--- config.mk ---
export PLATFORM = sky130hd
export DESIGN_NAME = cordic_sincos_pipeline
export DESIGN_NICKNAME = d
export VERILOG_FILES = /design/src/rtl/cordic_sincos_pipeline.sv
export SDC_FILE = /design/constraint.sdc
export NUM_CORES = 2
export LEC_CHECK = 0
export CORE_ASPECT_RATIO = 0.75
export CORE_MARGIN = 2
export CORE_UTILIZATION = 59
export CTS_CLUSTER_SIZE = 10
export DETAILED_ROUTE_END_ITERATION = 6
export PLACE_DENSITY = 0.86
export SYNTH_ARGS = -nofsm -noshare
export SYNTH_HDL_FRONTEND = slang
export SYNTH_SLANG_ARGS = --single-unit
--- constraint.sdc ---
create_clock -name clk -period 7.4 [get_ports clk]
set_input_delay 1.48 -clock clk [delete_from_list [all_inputs] [get_ports clk]]
set_output_delay 1.48 -clock clk [all_outputs]
set_load 0.1 [all_outputs]
--- src/rtl/cordic_sincos_pipeline.sv ---
`default_nettype none
// ============================================================================
//  Module   : cordic_sincos_pipeline
//  Purpose  : Fully pipelined rotation-mode CORDIC giving cos and sin of a
//             signed fixed-point radian angle over [-pi, +pi], one per clock.
//  Revision : 1.0  initial release
// ============================================================================
module cordic_sincos_pipeline #(
    parameter int WIDTH  = 22,
    parameter int FRAC   = 19,
    parameter int STAGES = 17,
    parameter int GUARD  = 3,
    parameter int TAG_W  = 4
) (
    input  logic                    clk,
    input  logic                    reset,
    input  logic                    enable,
    input  logic                    in_valid,
    input  logic signed [WIDTH-1:0] angle_in,
    input  logic [TAG_W-1:0]        tag_in,
    output logic                    out_valid,
    output logic signed [WIDTH-1:0] cos_out,
    output logic signed [WIDTH-1:0] sin_out,
    output logic [TAG_W-1:0]        tag_out,
    output logic                    range_err
);

    localparam int IW = WIDTH + GUARD;

    function automatic real pow2(input int n);
        real r;
        r = 1.0;
        if (n >= 0) for (int k = 0; k < n; k++) r = r * 2.0;
        else        for (int k = 0; k < -n; k++) r = r / 2.0;
        return r;
    endfunction

    function automatic int rnd(input real v);
        return $rtoi(v + 0.5);
    endfunction

    // Power series is only used for |x| <= 0.5, where it converges quickly.
    function automatic real atan_r(input real x);
        real sum, term;
        if (x >= 1.0) return 0.78539816339744830962;
        sum  = 0.0;
        term = x;
        for (int n = 0; n < 60; n++) begin
            sum  = (n % 2 == 0) ? sum + term / (2.0 * n + 1.0) : sum - term / (2.0 * n + 1.0);
            term = term * x * x;
        end
        return sum;
    endfunction

    function automatic real sqrt_r(input real v);
        real g;
        g = (v > 1.0) ? v : 1.0;
        for (int n = 0; n < 40; n++) g = 0.5 * (g + v / g);
        return g;
    endfunction

    function automatic real gain_r();
        real p;
        p = 1.0;
        for (int i = 0; i < STAGES; i++) p = p / sqrt_r(1.0 + pow2(-2 * i));
        return p;
    endfunction

    localparam logic signed [WIDTH-1:0] c_pi_q    = WIDTH'(rnd(3.14159265358979323846 * pow2(FRAC)));
    localparam logic signed [WIDTH-1:0] c_pi_half = c_pi_q >>> 1;
    localparam logic signed [IW-1:0]    c_pi_ext  = {c_pi_q, {GUARD{1'b0}}};
    localparam logic signed [IW-1:0]    c_x0      = IW'(rnd(gain_r() * pow2(FRAC + GUARD)));
    localparam logic signed [IW:0]      c_rnd     = (IW+1)'(2 ** (GUARD - 1));

    // Round half up by dropping GUARD LSBs, then clamp into WIDTH bits.
    function automatic logic signed [WIDTH-1:0] round_sat(input logic signed [IW-1:0] v);
        logic signed [IW:0]    t;
        logic signed [WIDTH:0] q;
        t = {v[IW-1], v} + c_rnd;
        q = t[IW:GUARD];
        if (q[WIDTH] != q[WIDTH-1])
            round_sat = q[WIDTH] ? {1'b1, {(WIDTH-1){1'b0}}} : {1'b0, {(WIDTH-1){1'b1}}};
        else
            round_sat = q[WIDTH-1:0];
    endfunction

    logic signed [IW-1:0] r_x     [0:STAGES];
    logic signed [IW-1:0] r_y     [0:STAGES];
    logic signed [IW-1:0] r_z     [0:STAGES];
    logic                 r_neg   [0:STAGES];
    logic                 r_err   [0:STAGES];
    logic                 r_valid [0:STAGES];
    logic [TAG_W-1:0]     r_tag   [0:STAGES];

    logic signed [IW-1:0] w_a_ext;
    logic signed [IW-1:0] w_z0;
    logic                 w_neg;
    logic                 w_err;

    // Fold outer quadrants by +/-pi; the cos/sin sign flip is applied at the output.
    always_comb begin
        w_a_ext = {angle_in, {GUARD{1'b0}}};
        w_z0    = w_a_ext;
        w_neg   = 1'b0;
        w_err   = (angle_in > c_pi_q) || (angle_in < -c_pi_q);
        if (angle_in > c_pi_half) begin
            w_z0  = w_a_ext - c_pi_ext;
            w_neg = 1'b1;
        end else if (angle_in < -c_pi_half) begin
            w_z0  = w_a_ext + c_pi_ext;
            w_neg = 1'b1;
        end
    end

    always_ff @(posedge clk) begin
        if (reset) begin
            r_valid[0] <= 1'b0;
        end else if (enable) begin
            r_valid[0] <= in_valid;
            r_tag[0]   <= tag_in;
            r_neg[0]   <= w_neg;
            r_err[0]   <= w_err;
            r_x[0]     <= c_x0;
            r_y[0]     <= '0;
            r_z[0]     <= w_z0;
        end
    end

    for (genvar i = 0; i < STAGES; i++) begin : g_stage
        localparam logic signed [IW-1:0] c_atan = IW'(rnd(atan_r(pow2(-i)) * pow2(FRAC + GUARD)));

        always_ff @(posedge clk) begin
            if (reset) begin
                r_valid[i+1] <= 1'b0;
            end else if (enable) begin
                r_valid[i+1] <= r_valid[i];
                r_tag[i+1]   <= r_tag[i];
                r_neg[i+1]   <= r_neg[i];
                r_err[i+1]   <= r_err[i];
                if (!r_z[i][IW-1]) begin
                    r_x[i+1] <= r_x[i] - (r_y[i] >>> i);
                    r_y[i+1] <= r_y[i] + (r_x[i] >>> i);
                    r_z[i+1] <= r_z[i] - c_atan;
                end else begin
                    r_x[i+1] <= r_x[i] + (r_y[i] >>> i);
                    r_y[i+1] <= r_y[i] - (r_x[i] >>> i);
                    r_z[i+1] <= r_z[i] + c_atan;
                end
            end
        end
    end

    logic signed [IW-1:0] w_xf;
    logic signed [IW-1:0] w_yf;

    always_comb begin
        w_xf = r_neg[STAGES] ? -r_x[STAGES] : r_x[STAGES];
        w_yf = r_neg[STAGES] ? -r_y[STAGES] : r_y[STAGES];
    end

    // Result registers only move on a valid slot so a presented result persists.
    always_ff @(posedge clk) begin
        if (reset) begin
            out_valid <= 1'b0;
            cos_out   <= '0;
            sin_out   <= '0;
            tag_out   <= '0;
            range_err <= 1'b0;
        end else if (enable) begin
            out_valid <= r_valid[STAGES];
            if (r_valid[STAGES]) begin
                tag_out   <= r_tag[STAGES];
                range_err <= r_err[STAGES];
                cos_out   <= r_err[STAGES] ? '0 : round_sat(w_xf);
                sin_out   <= r_err[STAGES] ? '0 : round_sat(w_yf);
            end
        end
    end

endmodule
`default_nettype wire

# Yosys cells after proc, flatten, opt, wreduce, memory -nomap -nowiden
# Memory sizes are Yosys's and may differ from the RTL's. A register that Yosys moved wholly into a read port is not among the register bits.
# Cells that the tools add are included.
[totals]
regBits = 46
ram_bits = 1476
n_memories = 7
wordCells = 417
[memory_table]
columns = ["name", "words", "width", "rd", "rd_ports_with_merged_regs", "write_ports", "line_no", "rtl"]
rows = [
  ["r_x", 18, 25, 18, 0, 18, "87", "logic signed [IW-1:0] r_x [0:STAGES];"],
  ["r_y", 18, 25, 18, 0, 18, "88", "logic signed [IW-1:0] r_y [0:STAGES];"],
  ["r_z", 18, 25, 17, 0, 18, "89", "logic signed [IW-1:0] r_z [0:STAGES];"],
  ["r_tag", 18, 4, 18, 1, 18, "93", "logic [TAG_W-1:0] r_tag [0:STAGES];"],
  ["r_err", 18, 1, 18, 0, 18, "91", "logic r_err [0:STAGES];"],
  ["r_neg", 18, 1, 18, 0, 18, "90", "logic r_neg [0:STAGES];"],
  ["+1 memories", "n/a", "n/a", "n/a", "n/a", "n/a", "n/a", ""],
]
[classes]
n_eq_ne = 2
mux = 222
n_addsub = 107
bitwise_logic = 69
order_cmp = 4
n_reduce_logical = 2
[ops]
columns = ["cell", "count"]
rows = [
  ["$mux W25", 55],
  ["$mux W1", 161],
  ["$mux W22", 6],
  ["$or A1 B1 Y1", 69],
  ["$add A25 B4 Y26 const B", 2],
  ["$add A25 B10 Y25", 2],
  ["$add A25 B11 Y25", 2],
  ["$add A25 B12 Y25", 2],
  ["$add A25 B13 Y25", 2],
  ["$add A25 B14 Y25", 2],
  ["$add A25 B15 Y25", 2],
  ["$add A25 B16 Y25", 2],
  ["$add A25 B16 Y25 const B", 2],
  ["$add A25 B17 Y25", 2],
  ["$add A25 B18 Y25", 2],
  ["$add A25 B19 Y25", 2],
  ["$add A25 B20 Y25", 2],
  ["$add A25 B21 Y25", 2],
  ["$add A25 B22 Y25", 2],
  ["$add A25 B23 Y25", 2],
  ["$add A25 B24 Y25", 2],
  ["$add A25 B9 Y25", 2],
  ["$neg A25 Y25", 2],
  ["$sub A25 B10 Y25", 2],
  ["other kinds (57)", 75],
]

# Longest topological paths before layout
# An unclocked memory read counts as a cell.
[depth]
word_depth = 7
ltp_mapped = 22

# Worst setup path before layout
# No wires, ideal clock.
[synth_path]
path_type = "input -> register"
from = "in reset"
to = "mem r_z[0][49] (netlist bit) (data pin)"
setup_slack_ns = 0.108
stages = 19
path_buffers = 4
arrival_time_ns = 7.035
path_cell_list = "nand2b_1 -> clkbuf_1 -> inv_1 -> clkbuf_1 -> clkbuf_1 -> clkbuf_1 -> nand2_1 -> inv_1 -> ha_1 -> a21o_1 -> a21oi_1 -> o21ai_0 -> nand4_1 -> nand3_1 -> o41ai_1 -> o2111ai_1 -> a21oi_1 -> o21ba_2 -> xnor2_1"
[synth_rtl]
columns = ["element", "line_no", "rtl"]
rows = [
  ["start: declaration", "16", "input logic reset,"],
  ["end: declaration", "89", ""],
]

==> metrics.cfg <==
[sta]
hold_slack_ns=0.401
finalSetupViolations=0
relSlewSlack=0.234
setup_tns_ns=0
fmax_mhz=159
rsz0062_at_grt=no
period_minus_slack_ns=6.28
hold_viol=0
drv_slew=0
finClkSkew_ns=0.0297
finalCritPeriodShare=0.848
worst_slew_pin_slew_ns=1.15
setup_slack_ns=1.12

[global_route]
grt_antenna_before_repair=7
grt_pass1_vias=73300
gr-total-overflow=0
grt_first_pass_wirelength_mm=394
grt_use_total=0.288
grt_start_max_net_pins=78

[yosys]
synthFlopType=edfxtp_1
ys_types=102
synthTopCellsByArea=edfxtp_1 38%, ha_1 14%, xnor2_1 8.7%, a21oi_1 4.7%, xor2_1 3.7%
synth_cells=9791
async_reset_ff_frac=0
seq_area_frac_synth=0.395
syn_area_per_cell_sq_um=10.0
ys_warn_count=0
syn-cell-area_sq_um=97900
synth_seq_cells=1305
synth_edf_count=1255
synth_top_area_share=0.385
synth.largest_area_cell=edfxtp_1

[floorplanning]
chipHeight_microns=357
dieArea_sq_um=169000
pin_count=80
die_w_microns=474
core_area_sq_um=165000
start_util=0.594
rows=129

[cts]
ctsHoldBuffers=0
cts_root_buf=clkbuf_16
clock-sinks=1305
insertion_delay_ns=0.81
cts_tree=built
postCtsSetupBuffers=0
clk_pin_slew_worst_paths_ns=0.06
cts_buffers=154
cts_resized=0
cts_max_path_buffers=3
htree_num_levels=4

[placed_design]
dpl.hpwl_mm=191
dp_slack_ns=0.533
finalWeightedCongestion=0.999
port_buffers=79
post-place-cells=12000
placed_cell_area_sq_um=101000

[layout]
multiInputGateArea_sq_um=57100
fillers=12700
nets=11100
final_area_sq_um=106000
regArea_sq_um=38700
area_growth_syn_to_layout_pct=8.02
utilization=0.642
fin_cells=12200
layout-drive-gt1-share=0.0439

[route]
ant_nets=0
drt_pass1_iterations=7
routed_wl_mm=248
avgRoutedWirePerCell_microns=20.3
drt_iter0_drc=8727
drc=1
vias_per_cell=6.29
vias=76800

[worst_setup_path]
path_class=in2reg
worstPathArrival_ns=6.81
reg2reg_depth=16
cp_num_cells=18
r2r_slack_ns=2.15
endpoint_kind=register
path_cells=clkdlybuf4s50_1 -> nand2b_2 -> inv_4 -> and2_1 -> inv_1 -> nand2_1 -> o21ai_0 -> fa_1 -> a21o_1 -> a21boi_0 -> o21ai_0 -> a2111oi_0 -> o31ai_1 -> nand4_1 -> nand4_1 -> a31o_2 -> a21oi_1 -> xnor2_1
max_stage_delay_ns=0.85
worstPathRequired_ns=7.93
crit_family=compound AO/OA/AOI/OAI gates
cp_num_buf_inv=3
crit_slowest_cell=a2111oi_0
cp_max_fo=32
startpoint_type=input port

[pwr]
leakagePower_nw=41.6
total_power_mw=53.5
vdd.ir_drop.worst_uv=331
powerDensity_nw_per_um2=506

[outcome]
violations=design-rule violations
status=finished with violations

[flow_run]
drv_cap=0

[min_path]
hp-class=reg2reg
hold_depth=0

==> path summary, 6_finish.rpt <==
path | start | end
hold / removal | r_neg[16]$_DFFE_PP_ | r_neg[17]$_DFFE_PP_
setup / recovery | enable | r_x[13][24]$_DFFE_PP_
setup reg to reg | r_y[3][8]$_DFFE_PP_ | r_x[7][23]$_DFFE_PP_
hold reg to reg | r_neg[16]$_DFFE_PP_ | r_neg[17]$_DFFE_PP_
==> worst reg2reg max path, cell delays in order (launching register included) <==
cell and delay, ns:
edfxtp_1 0.52, nor3_1 0.35, nand2_1 0.15, nor4_1 0.29
nand2_1 0.19, nor3_1 0.45, nor2_1 0.11, xor2_1 0.17
ha_1 0.23, a211oi_1 0.56, o2111ai_1 0.41, a31oi_1 0.53
o21ai_0 0.26, o31a_1 0.29, o21ai_0 0.21, a21oi_1 0.12
xor2_1 0.15
==> synth_stat cells, drive strengths merged, types with 35 or more instances <==
library cell and instances:
a21oi 920, nor2b 117, o21ai 507, o21a 159, or4 35, o41ai 52, a21o 303, inv 391
and2 76, a211oi 88, nor3 283, fa 41, nand2 608, ha 1067, or2 49, o31ai 99
edfxtp 1255, and3 82, nand4 41, nor2 808, or3 83, clkbuf 139, nand2b 112, a31oi 99
nor4 70, xnor2 978, xor2 413, o21bai 128, dfxtp 50, nand3 185, mux2i 54
==> sequential cells by signal, summed over array words and instances (netlist names) <==
signal	cells
r_err	18
r_tag	72
cos_out	22
r_x	395
sin_out	22
out_valid	1
range_err	1
r_z	333
r_valid	18
r_y	401
tag_out	4
r_neg	18
==> layer usage <==
layer | track usage | share of wire | up-vias | routed length [microns]
li1 | - | - | 36500 | -
met1 | 0.409 | 0.44 | 36700 | 109000
met2 | 0.456 | 0.45 | 3176 | 111000
met3 | 0.0494 | 0.087 | 442 | 21700
met4 | 0.0796 | 0.026 | 2 | 6380
met5 | 0 | 0.000052 | - | 13
==> final cells by class <==
type / count / area share
diodes: 1 / 0.0000237
clock buffers: 191 / 0.0385
clock inverters: 25 / 0.00286
inverters: 396 / 0.0141
multi-input cells: 7928 / 0.540
flip-flops and latches: 1305 / 0.366
well taps: 2227 / 0.0263
repair buffers: 149 / 0.0124
==> kinds of logic after synthesis <==
kind of cell	synth area share
xor gates and xnor gates	0.124
adders and majority gates	0.145
muxes	0.00931
other	0.0000767
DFF	0.395
and+or+nand+nor	0.128
buffers and inverters	0.0219
AOI/OAI and AO/OA	0.176
==> placed cells by master, fill, tap and decap left out, types with 128 or more instances in the layout <==
| cell type | count |
|---|---|
| a21o_1 | 303 |
| a21oi_1 | 910 |
| clkbuf_16 | 157 |
| edfxtp_1 | 1255 |
| ha_1 | 1067 |
| inv_1 | 374 |
| nand2_1 | 608 |
| nand3_1 | 185 |
| nor2_1 | 808 |
| nor3_1 | 280 |
| o21a_1 | 159 |
| o21ai_0 | 490 |
| o21bai_1 | 128 |
| xnor2_1 | 978 |
| xor2_1 | 413 |
==> where the power goes <==
group	internal [mW]	switching [mW]	leakage [nW]	total [mW]
Combinational	13.3	17.9	27.3	31.1
Clock	3.92	3.00	2.12	6.92
Sequential	12.6	2.82	12.2	15.4
Total	29.8	23.7	41.6	53.5
No activity file was read; power rests on OpenSTA's default activity.
